<file path="src/rtl/relu_scheduler.sv">
`default_nettype none
// ============================================================================
// Module   : relu_scheduler
// Purpose  : Round-robin scheduler that lets NUM_REQ requesters share a single
//            ReLU unit. A granted requester sees one start pulse to the ReLU
//            unit, then one completion pulse once the unit reports done.
//            Each transaction walks IDLE -> START -> WAIT -> DONE -> IDLE. All
//            outputs come from registers; none depend combinationally on an
//            input.
//
// Parameters:
//   NUM_REQ         number of requesters (2..16)
//   TIMEOUT_CYCLES  WAIT watchdog limit in cycles (used only when the
//                   RELU_SCHED_TIMEOUT_EN macro is defined)
//
// Ports:
//   clk               rising-edge clock
//   rst_n             asynchronous active-low reset
//   i_req             per-requester request level
//   o_grant           one-hot grant, held from START through DONE
//   o_sel             binary index of the granted requester (ReLU data mux)
//   o_relu_start      one-cycle start pulse to the ReLU unit (START state)
//   i_relu_done_tick  one-cycle completion pulse from the ReLU unit
//   o_done            one-cycle completion pulse to the granted requester
//   o_busy            high in any state other than IDLE
//   o_timeout         one-cycle watchdog-abort flag, asserted with o_done
//
// Build option:
//   RELU_SCHED_TIMEOUT_EN  When defined, a watchdog forces WAIT -> DONE after
//                          TIMEOUT_CYCLES cycles with no done tick. When it is
//                          not defined, WAIT waits indefinitely and o_timeout
//                          is tied to 0.
//
// Revision : 1.0  initial release
// ============================================================================
module relu_scheduler #(
  parameter int NUM_REQ        = 4,
  parameter int TIMEOUT_CYCLES = 16
) (
  input  logic                       clk,
  input  logic                       rst_n,
  input  logic [NUM_REQ-1:0]         i_req,
  output logic [NUM_REQ-1:0]         o_grant,
  output logic [$clog2(NUM_REQ)-1:0] o_sel,
  output logic                       o_relu_start,
  input  logic                       i_relu_done_tick,
  output logic [NUM_REQ-1:0]         o_done,
  output logic                       o_busy,
  output logic                       o_timeout
);

  localparam int SEL_W = $clog2(NUM_REQ);

  typedef enum logic [1:0] {
    S_IDLE  = 2'd0,
    S_START = 2'd1,
    S_WAIT  = 2'd2,
    S_DONE  = 2'd3
  } state_t;

  state_t               r_state;
  logic [NUM_REQ-1:0]   r_grant;
  logic [SEL_W-1:0]     r_sel;
  logic [SEL_W-1:0]     r_last;      // last requester served in DONE
  logic                 r_start;
  logic [NUM_REQ-1:0]   r_done;
  logic                 r_busy;
  logic                 r_timeout;

  // --------------------------------------------------------------------------
  // Round-robin pick. The search starts one position after the last served
  // requester and wraps around, so the requester just served is checked last.
  // This is what stops one requester from starving the others.
  // --------------------------------------------------------------------------
  logic                 w_pick_valid;
  logic [SEL_W-1:0]     w_pick_sel;
  logic [SEL_W-1:0]     w_idx;
  logic [NUM_REQ-1:0]   w_pick_grant;

  always_comb begin
    w_pick_valid = 1'b0;
    w_pick_sel   = '0;
    w_idx        = '0;
    w_pick_grant = '0;
    for (int i = 1; i <= NUM_REQ; i++) begin
      w_idx = SEL_W'((int'(r_last) + i) % NUM_REQ);
      if (!w_pick_valid && i_req[w_idx]) begin
        w_pick_valid = 1'b1;
        w_pick_sel   = w_idx;
      end
    end
    if (w_pick_valid) begin
      w_pick_grant[w_pick_sel] = 1'b1;
    end
  end

  // --------------------------------------------------------------------------
  // WAIT watchdog (optional)
  // --------------------------------------------------------------------------
`ifdef RELU_SCHED_TIMEOUT_EN
  localparam int               WD_W      = $clog2(TIMEOUT_CYCLES + 1);
  localparam logic [WD_W-1:0]  c_WD_LAST = WD_W'(TIMEOUT_CYCLES - 1);

  logic [WD_W-1:0] r_wdog;
  logic            w_wdog_expire;

  // The counter holds 0 in the first WAIT cycle. It therefore reads
  // TIMEOUT_CYCLES-1 in the last permitted WAIT cycle, so DONE lands exactly
  // TIMEOUT_CYCLES cycles after WAIT entry.
  assign w_wdog_expire = (r_wdog == c_WD_LAST);

  always_ff @(posedge clk or negedge rst_n) begin
    if (!rst_n) begin
      r_wdog <= '0;
    end else if (r_state == S_START) begin
      r_wdog <= '0;
    end else if (r_state == S_WAIT && !w_wdog_expire) begin
      r_wdog <= r_wdog + 1'b1;
    end
  end
`else
  // The watchdog limit has no effect in this build.
  logic w_unused_timeout_cfg;
  assign w_unused_timeout_cfg = (TIMEOUT_CYCLES > 0);
`endif

  // --------------------------------------------------------------------------
  // Main FSM. Every output is a register that is set on the transition into
  // the state that owns it. This keeps the outputs Moore-style even though the
  // grant is chosen from the live request vector.
  // --------------------------------------------------------------------------
  always_ff @(posedge clk or negedge rst_n) begin
    if (!rst_n) begin
      r_state   <= S_IDLE;
      r_grant   <= '0;
      r_sel     <= '0;
      r_last    <= SEL_W'(NUM_REQ - 1);
      r_start   <= 1'b0;
      r_done    <= '0;
      r_busy    <= 1'b0;
      r_timeout <= 1'b0;
    end else begin
      // Pulse outputs default low. Each one is raised for a single state only.
      r_start   <= 1'b0;
      r_done    <= '0;
      r_timeout <= 1'b0;

      case (r_state)
        S_IDLE: begin
          if (w_pick_valid) begin
            r_grant <= w_pick_grant;
            r_sel   <= w_pick_sel;
            r_start <= 1'b1;
            r_busy  <= 1'b1;
            r_state <= S_START;
          end
        end

        // A done tick is ignored here. The ReLU unit has not started yet.
        S_START: begin
          r_state <= S_WAIT;
        end

        // A done tick and watchdog expiry in the same cycle counts as a
        // normal completion.
        S_WAIT: begin
          if (i_relu_done_tick) begin
            r_done  <= r_grant;
            r_state <= S_DONE;
          end
`ifdef RELU_SCHED_TIMEOUT_EN
          else if (w_wdog_expire) begin
            r_done    <= r_grant;
            r_timeout <= 1'b1;
            r_state   <= S_DONE;
          end
`endif
        end

        S_DONE: begin
          r_last  <= r_sel;
          r_grant <= '0;
          r_busy  <= 1'b0;
          r_state <= S_IDLE;
        end

        default: begin
          r_state <= S_IDLE;
        end
      endcase
    end
  end

  assign o_grant      = r_grant;
  assign o_sel        = r_sel;
  assign o_relu_start = r_start;
  assign o_done       = r_done;
  assign o_busy       = r_busy;
  assign o_timeout    = r_timeout;

endmodule
`default_nettype wire

</file>
<file path="config.mk">
export PLATFORM = sky130hd
export DESIGN_NAME = relu_scheduler
export DESIGN_NICKNAME = d
export VERILOG_FILES = /design/src/rtl/relu_scheduler.sv
export SDC_FILE = /design/constraint.sdc
export NUM_CORES = 1
export LEC_CHECK = 0
export BUFFER_PORTS_ARGS = -buffer_cell sky130_fd_sc_hd__buf_2
export CAP_MARGIN = 20
export CORE_MARGIN = 2
export CORE_UTILIZATION = 46
export CTS_CLUSTER_SIZE = 12
export DETAILED_ROUTE_END_ITERATION = 6
export PLACE_DENSITY_LB_ADDON = 0.15
export REMOVE_ABC_BUFFERS = 1
export SETUP_SLACK_MARGIN = 0.3
export SLEW_MARGIN = 20
export SYNTH_ARGS = -nofsm -noshare
export SYNTH_HDL_FRONTEND = slang
export SYNTH_SLANG_ARGS = --single-unit
</file>
<file path="constraint.sdc">
create_clock -name clk -period 2.8 [get_ports clk]
set_clock_uncertainty 0.2 [all_clocks]
set_input_delay 0.14 -clock clk [delete_from_list [all_inputs] [get_ports clk]]
set_output_delay 0.14 -clock clk [all_outputs]
set_load 0.01 [all_outputs]
</file>
==> impl_results.md, run 1 <==
- Setup Slack @ Placement: 1.02 ns
- # port buffers: 18
- HP Class: input pin to flop
- Routed wire per std cell: 12.0 um
- Crit share post-route: 0.635
- Max_cap viols: 0
- Fin crit period: 1.78 ns
- Register area share after synthesis: 0.509
- Worst-skew pair later-pin latency: 0.29 ns
- DRC: 0
- Clock Sinks: 16
- CP max stage cell: dfrtp_1
- P_sw: 0.000344 W
- Worst reg-to-reg setup slack: 1.02 ns
- Top_reg_cell synth: dfrtp_1
- Final WS setup: 1.02 ns
- Largest net degree at the start of global routing: 17
- Top-level port count: 20
- Sw Ratio: 0.355
- GPL Wtd Cong: 0.829
- Post-synthesis cell count: 70
- Finished Layout Cells: 109
- Run status: finished clean
- Ys async rst share: 1.00
- Worst endpoint required time: 2.81 ns
- Distinct cell type count after synthesis: 34
- Die X: 45.5 um
- HPWL after detailed placement: 958 um
- CP Class: flop to flop
- Vias: 598
- Number of global-route vias before repair: 495
- Maximum clock frequency: 563 MHz
- # setup viols final: 0
- EDFF count, synth: 0
- Clock share of power: 0.160
- Routed WL: 1.31 mm
- Total GRT Usage: 0.152
- Clock slew at the register clock pins of the worst setup and hold paths: 0.10 ns
- Hold Vio Cnt, Final: 0
- Starting density of the core: 0.507
- Worst Setup End Kind: flop
- Via density: 5.49
- Fin. max-slew vios: 0
- Max H-tree Level: 1
- Area leader, netlist: dfrtp_1
- # diodes: 0
- Clock tree buffer depth: 2
- Cts bufs inserted: 3
- Mean Syn Cell Area: 11.3 sq um
- Fin nets: 105
- Row count: 14
- Synth Cell Area: 791 sq um
- DRT iter0 DRCs: 16
- Yosys reg bits: 16
- Dpl cells: 103
- Comb power frac: 0.433
- CP Cell Sequence: inv_1 > ha_1 > nor2b_1 > nand2_1 > or2_2 > o2bb2ai_1
- Clk root buf: clkbuf_4
- P_int: 0.000624 W
- DRT antenna net count: 0
- Number of setup buffers added after CTS: 0
- RSZ-0062 raised after global routing: false
- VDD IR-drop max: 0.491 mV
- Ys Warns: 0
- Post-CTS resize count: 0
- Total overflow reported by the global router: 0
- First-pass GRT wire length: 2.11 mm
- CTS tree: built
- Setup_tns: 0 ns
- Crit path launch type: flop
- Initial antenna violation count: 0
- Detailed Routing Iterations Pass 1: 4
- Share of layout cells above drive strength 1: 0.398
- Top-area cell type share of the netlist area: 0.443
- Max incr delay on CP: 0.41 ns
- Fraction of power consumed by sequential logic: 0.408
- Crit path max fanout: 6
- Final hold slack: 0.0423 ns
- PD cells: 1020 nW/um^2
- Static Leak: 0.501 nW
- Worst EP arrival: 1.79 ns
- Layout area overhead: 20.1%
- Core ar.: 1560 sq um
- Die Ht: 45.5 um
- Die area: 2070 sq um
- Synth area leaders: dfrtp_1 44%, dfstp_2 6.6%, ha_1 6.3%
## worst max-delay path, delay by kind of cell, from the launching register on
family | cells | cell delay (ns)
adder cells (fa/ha/maj) | 1 | 0.27
AO/OA/AOI/OAI | 1 | 0.14
buffers and inverters | 1 | 0.11
flip-flops | 1 | 0.41
AND/OR/NAND/NOR | 3 | 0.59
## synthesized netlist by cell type (all sizes together) (2+ instances only)
library cell	instances
ha	4
o21ai	2
dfstp	2
inv	5
nor2	3
or2	2
nand2b	3
mux2	5
dfrtp	14
nand2	6
and3	4
o2bb2ai	2
## layout make-up
class	count	area, sq um
tap	16	20.0
timing repair buffer	20	110
inverter	5	18.8
clock buffer	4	36.3
sequential	16	403
multi-input combinational	48	362
fill	119	609
## final timing paths
check,startpoint,to,depth (start not counted)
worst max-delay path,r_state[0],o_grant[0],6
worst min-delay path,i_req[0],o_grant[2],3
worst max register to register,r_state[0],o_grant[0],6
worst min register to register,o_grant[2],o_grant[2],1
max in group asynchronous,rst_n,r_last[0],2
min in group asynchronous,rst_n,o_sel[0],2
## power groups by stage
stage	Clock (W)	Sequential (W)	Combinational [W]
CTS	0.000159	0.000395	0.000425
floorplan	0	0.000416	0.000283
finish	0.000155	0.000394	0.000419
global route	0.000169	0.000409	0.000466
global placement	0	0.000397	0.000419
detailed placement	0	0.000401	0.000422
## layer usage
metal / part of all wire / GRT usage
met2: 0.46 / 0.220
met3: 0.055 / 0.0357
met1: 0.45 / 0.191
met5: 0 / 0
met4: 0.026 / 0.124
## cells in the final DEF (no fill, tap or decap), types with 2 or more instances in the layout
cell type       n
buf_2          18
dfrtp_1        14
nand2_1         5
inv_1           4
and3_1          4
mux2_2          4
ha_1            4
nand2b_1        3
nor2_1          3
clkbuf_4        3
or2_2           2
o2bb2ai_1       2
dlygate4sd3_1   2
dfstp_2         2
## cell families after synthesis
family                     count (synthesis)  synth area share
muxes                                      6            0.0886
and+or+nand+nor                           24             0.171
adders and majority gates                  4            0.0633
buffers and inverters                      6            0.0332
DFF                                       16             0.509
AOI/OAI and AO/OA                         13             0.130
other                                      1           0.00474
## registers in the layout (all words and copies together), names as in the netlist
| signal | flops |
|---|---|
| o_done | 4 |
| o_grant | 4 |
| o_sel | 2 |
| r_last | 2 |
| r_state | 2 |
| o_busy | 1 |
| o_relu_start | 1 |
## what timing repair did
action / 4_1_cts / 5_1_grt
hold buffers: 2 / 0
hold endpoints to repair: 20 / 0
endpoints found under the setup margin: 0 / 0
## stage by stage
step | area, sq um | total power [W] | util
final | 950 | 0.000968 | 0.609
after global routing | 950 | 0.00105 | 0.609
after CTS | 950 | 0.000980 | 0.609
after detailed placement | 893 | 0.000823 | 0.573
after global placement | 893 | 0.000816 | 0.573
after floorplan | 783 | 0.000699 | -
(Power assumes the default switching activity.)
==> run 2: changes to the inputs <==
Settings changed: ABC_AREA set to 1.
Clock period 2.8 ns to 1.4 ns, I/O delays scaled along.
==> impl_results.md, run 2 <==
- Run status: complete, but fails checks
- Setup Slack @ Placement: -0.487 ns (-1.51 ns)
- # port buffers: 18 (unchanged)
- Worst Setup End Kind: flop
- Ys async rst share: 1.00 (unchanged)
- Register area share after synthesis: 0.418 (-0.0913)
- Cts bufs inserted: 3 (unchanged)
- Clock tree buffer depth: 2 (unchanged)
- Met3 usage in global routing: 0.0455 (+0.00974)
- Routed wire per std cell: 11.9 um (-0.71%)
- Top-level port count: 20 (unchanged)
- Maximum clock frequency: 547 MHz (-2.8%)
- Largest net degree at the start of global routing: 17 (unchanged)
- Finished Layout Cells: 209 (+92%)
- Synth area leaders: dfrtp_1 36%, nand2_1 19%, nand3_1 7.3%
- CTS tree: built
- RSZ-0062 raised after global routing: true
- Initial antenna violation count: 0 (unchanged)
- Met1 Track Usage GR: 0.251 (+0.0595)
- Crit path max fanout: 5 (-1)
- Most common cell in the synthesized netlist: nand2_1
- Synth Cell Area: 963 sq um (+22%)
- Fin. max-slew vios: 0 (unchanged)
- Fin crit period: 1.83 ns (+0.0520 ns)
- Number of global-route vias before repair: 959 (+94%)
- Clock Sinks: 16 (unchanged)
- DRT iter0 DRCs: 24 (+8)
- EDFF count, synth: 0 (unchanged)
- GPL Wtd Cong: 0.875 (+5.6%)
- Leading cell types in the layout, fill and taps excluded: 29 x nand2_1, 24 x nand2_2, 23 x buf_4
- Top post-synthesis cells by count: 49 x nand2_1, 14 x dfrtp_1, 14 x nand3_1
- Layout area overhead: 55.6%
- Detailed Routing Iterations Pass 1: 4 (unchanged)
- Row count: 16 (+2)
- Via density: 4.90 (-11%)
- First-pass GRT wire length: 3.97 mm (+88%)
- CP Class: flop to flop
- Filler instances: 137 (+15%)
- HPWL after detailed placement: 1.59 mm (+66%)
- Failing checks: setup timing
- Vias: 1,024 (+71%)
- Die Ht: 49.8 um (+9.5%)
- Hold Vio Cnt, Final: 0 (unchanged)
- Most common cell after layout, fill and taps aside: nand2_1
- Max_cap viols: 0 (unchanged)
- Seq. cell area: 403 sq um (unchanged)
- Ys Warns: 0 (unchanged)
- Worst-skew pair later-pin latency: 0.29 ns (about the same)
- DRC: 0 (unchanged)
- Final WS setup: -0.429 ns (-1.45 ns)
- Area of the multi-input gates: 617 sq um (+71%)
- Busiest metal layer after global routing: met2
- Crit share post-route: 1.31 (+0.672)
- Post-synthesis cell count: 132 (+89%)
- Dpl cells: 189 (+83%)
- Final Core Density: 0.764 (+0.155)
- VDD IR-drop max: 1.44 mV (+190%)
- Area leader, netlist: dfrtp_1
- Total GRT Usage: 0.212 (+0.0599)
- Worst endpoint required time: 1.44 ns (-1.37 ns)
- # setup viols final: 10 (+10)
- HP Class: input pin to asynchronous set/reset pin
- Top-area cell type share of the netlist area: 0.364 (-0.0794)
- # diodes: 0 (unchanged)
- Routed WL: 2.49 mm (+90%)
- Share of layout cells above drive strength 1: 0.560 (+0.163)
- Total overflow reported by the global router: 0 (unchanged)
- PD cells: 2430 nW/um^2 (+140%)
- Yosys reg bits: 16 (unchanged)
- Worst EP arrival: 1.87 ns (+0.08 ns)
- Top_reg_cell synth: dfrtp_1
- Clock slew at the register clock pins of the worst setup and hold paths: 0.10 ns (about the same)
- Crit path launch type: flop
- DRT antenna net count: 0 (unchanged)
- Static Leak: 0.812 nW (+62%)
- Distinct cell type count after synthesis: 20 (-41%)
- Fin nets: 194 (+85%)
- Mean Syn Cell Area: 7.30 sq um (-35%)
- Clk root buf: clkbuf_4
- Die area: 2480 sq um (+20%)
- Die X: 49.8 um (+9.5%)
- Core ar.: 1960 sq um (+26%)
- Max H-tree Level: 1 (unchanged)
- Starting density of the core: 0.491 (-0.0162)
- Met2 usage: 0.373 (+0.154)
==> run 2: changes by cell type after synthesis, sizes merged, moves of 4 or more <==
cell and delta:
and3 -4, mux2 -5, nor2 +10, inv +13, nand3 +15, nand2 +48
==> run 2: timing repair <==
item                                    CTS  global route
endpoints found under the setup margin   22            25
hold endpoints to repair                 20             0
gates resized for setup                  30            18
gates cloned                              1             0
hold buffers                              2             0
setup buffers                             9             4
pin swaps                                 8             7
==> run 2: final cells by class <==
class | count | share of cell area
multi-input cells | 96 | 0.412
flip-flops and latches | 16 | 0.269
repair buffers | 48 | 0.226
inverters | 18 | 0.0467
clock buffers | 4 | 0.0242
well taps | 27 | 0.0225
==> run 2: power breakdown <==
part,leakage (nW),internal (W),switching (W)
clock,0.0210,0.000158,0.000158
combinational,0.589,0.00114,0.00145
sequential,0.203,0.000639,0.000110
==> run 2: kinds of logic after synthesis <==
logic type / share of synthesized area
AND/OR/NAND/NOR: 0.405
buffers and inverters: 0.100
flip-flops: 0.418
AO/OA/AOI/OAI: 0.0208
adder cells (fa/ha/maj): 0.0520
other: 0.00389
==> run 2: final timing paths <==
path	cells after the start	start	endpoint	slack [ns]
setup / recovery	11	r_last[0]	o_grant[0]	-0.43
hold / removal	2	rst_n	o_done[0]	0.002
setup reg to reg	11	r_last[0]	o_grant[0]	-0.43
hold reg to reg	2	r_last[1]	r_last[1]	0.37
max in group asynchronous	2	rst_n	r_last[0]	0.70
min in group clk	8	i_req[2]	o_sel[1]	0.25
==> run 2: per-layer routing <==
metal  share of wire  routed length, um  up-vias
met5               0                  0        -
met4           0.010                 25        0
li1                -                  -      504
met3           0.053                131        4
met1            0.42               1050      482
met2            0.52               1290       34
==> run 2: critical path, stage by stage, from the launching register on <==
cell     delay (ns)
dfstp_2        0.61
buf_4          0.13
nand2_1        0.05
nand2_2        0.10
nand2_2        0.08
nand2_2        0.09
inv_1          0.06
nand3_1        0.09
nand2_2        0.09
nor2_4         0.13
nand3_1        0.08
nand2_1        0.06
==> run 2: metrics by stage <==
step                total power (W)  area (sq um)  setup TNS, ns  hold WS, ns
global route                0.00393          1500          -4.83       0.0147
floorplan                   0.00189           937          -2.90       -0.426
CTS                         0.00334          1410          -4.08       0.0154
global placement            0.00248          1170          -3.96       -0.203
detailed placement          0.00253          1170          -4.30       -0.200
finish                      0.00365          1500          -3.98      0.00217
==> run 3: changes to the inputs <==
Settings changed: ABC_AREA 1 to not set, CELL_PAD_IN_SITES_DETAIL_PLACEMENT set to 1, CELL_PAD_IN_SITES_GLOBAL_PLACEMENT set to 1, CORE_UTILIZATION 46 to 35.
==> impl_results.md, run 3 (same netlist as run 1, synthesis figures left out) <==
- DRC: 0 (unchanged)
- Worst EP arrival: 1.63 ns (-0.24 ns)
- Share of layout cells above drive strength 1: 0.672 (+0.112)
- Routed WL: 2.37 mm (-5.0%)
- Clk root buf: clkbuf_4
- Core ar.: 2170 sq um (+11%)
- GPL Wtd Cong: 0.709 (-19%)
- CTS tree: built
- Max H-tree Level: 1 (unchanged)
- HPWL after detailed placement: 1.45 mm (-8.8%)
- Static Leak: 0.650 nW (-20%)
- Initial antenna violation count: 0 (unchanged)
- First-pass GRT wire length: 3.75 mm (-5.4%)
- RSZ-0062 raised after global routing: true
- # setup viols final: 12 (+2)
- Max_cap viols: 0 (unchanged)
- Fin crit period: 1.65 ns (-0.179 ns)
- Run status: complete, but fails checks
- Die Ht: 51.5 um (+3.5%)
- Final Power: 0.00287 W (-21%)
- Clock Sinks: 16 (unchanged)
- Vias: 729 (-29%)
- CP Class: flop to flop
- Starting density of the core: 0.364 (-0.127)
- Routed wire per std cell: 16.1 um (+35%)
- Failing checks: setup timing
- Die X: 51.5 um (+3.5%)
- Crit path launch type: flop
- Crit. Startpoint: r_last[1]
- Hold Vio Cnt, Final: 0 (unchanged)
- Leading cell types in the layout, fill and taps excluded: 17 x buf_2, 16 x buf_4, 12 x dfrtp_1
- Final WS setup: -0.250 ns (+0.179 ns)
- Top-level port count: 20 (unchanged)
- Total overflow reported by the global router: 0 (unchanged)
- # diodes: 0 (unchanged)
- Layout area overhead: 67.9%
- Total GRT Usage: 0.196 (-0.0160)
- Dpl cells: 131 (-31%)
- Fin. max-slew vios: 0 (unchanged)
- Detailed Routing Iterations Pass 1: 4 (unchanged)
- Worst-skew pair later-pin latency: 0.29 ns (about the same)
- Die area: 2660 sq um (+7.2%)
- Crit path max fanout: 7 (+2)
- Worst Setup End Kind: flop
- HP Class: input pin to asynchronous set/reset pin
- DRT iter0 DRCs: 4 (-83%)
- Clock tree buffer depth: 2 (unchanged)
- # port buffers: 18 (unchanged)
- Filler instances: 243 (+77%)
- Number of global-route vias before repair: 776 (-19%)
- VDD IR-drop max: 1.16 mV (-20%)
- Reg-to-Reg Start: r_last[1]
- Finished Layout Cells: 147 (-30%)
- Maximum clock frequency: 606 MHz (+11%)
- Most common cell after layout, fill and taps aside: buf_2
- Cts bufs inserted: 3 (unchanged)
- Via density: 4.96 (+1.2%)
- Clock slew at the register clock pins of the worst setup and hold paths: 0.09 ns (about the same)
- Fin nets: 131 (-32%)
- PD cells: 2160 nW/um^2 (-11%)
- Largest net degree at the start of global routing: 17 (unchanged)
- Row count: 17 (+1)
- Worst endpoint required time: 1.38 ns (-0.06 ns)
- DRT antenna net count: 0 (unchanged)
- Crit share post-route: 1.18 (-0.128)
-- run 3: changes by cell type in the layout (fill, tap and decap cells not counted), moves of 3 or more --
cell,before,now
nand2_2,24,1
inv_2,5,1
nand2_1,29,4
nor2_4,6,0
nand3_1,14,1
and3_4,0,4
nand2b_1,0,3
mux2_4,0,3
buf_4,23,16
nor2_2,4,0
buf_6,5,11
inv_1,12,2
-- run 3: final timing paths --
| path | endpoint | slack [ns] | cells past startpoint |
|---|---|---|---|
| max in group asynchronous | r_last[1] | 0.67 | 2 |
| min | o_sel[0] | 0.02 | 2 |
| max | o_sel[0] | -0.25 | 4 |
| min reg2reg | o_busy | 0.35 | 2 |
| min in group clk | o_relu_start | 0.07 | 5 |
| max reg2reg | o_sel[0] | -0.25 | 4 |
-- run 3: layout make-up --
type                       count  area (sq um)  share of cell area
clock buffer                   4          26.3              0.0198
inverter                       5          23.8              0.0179
multi-input combinational     48           488               0.368
tap                           28          35.0              0.0264
sequential                    16           405               0.305
timing repair buffer          46           349               0.263
-- run 3: routing by layer --
layer / part of all wire / GRT usage / up-vias / wire length, um
met5: 0 / 0 / - / 0
met4: 0.020 / 0.0789 / 0 / 48
met3: 0.028 / 0.0287 / 4 / 66
met2: 0.54 / 0.329 / 14 / 1280
met1: 0.41 / 0.253 / 368 / 979
li1: - / - / 343 / -
-- run 3: repair_timing --
item / 4_1_cts / 5_1_grt
setup endpoints to repair: 23 / 22
hold endpoints to repair: 21 / 0
gates resized for setup: 27 / 17
pin swaps: 7 / 3
hold buffers: 2 / 0
setup buffers: 6 / 4
-- run 3: report_power, final --
part	total [W]	internal (W)	switching (W)
sequential	0.000828	0.000666	0.000162
combinational	0.00179	0.00106	0.000729
clock	0.000260	0.000111	0.000149
total	0.00287	0.00183	0.00104
-- run 3: worst max-delay path, stage by stage, from the launching register on --
cell and delay [ns]:
dfstp_2 0.61, mux2i_1 0.22, o22a_1 0.16, o21ai_2 0.09
mux2_4 0.26
-- run 3: stage by stage --
step | hold WS (ns) | util | cell area, sq um | setup slack, ns | TNS (ns)
2_1_floorplan | -0.426 | - | 783 | -0.242 | -1.09
3_3_place_gp | -0.198 | 0.474 | 1030 | -0.231 | -1.49
3_5_place_dp | -0.194 | 0.474 | 1030 | -0.329 | -2.04
4_1_cts | -0.0177 | 0.564 | 1220 | -0.210 | -1.23
5_1_grt | 0.0389 | 0.612 | 1330 | -0.345 | -2.56
6_report | 0.0159 | 0.612 | 1330 | -0.250 | -1.70
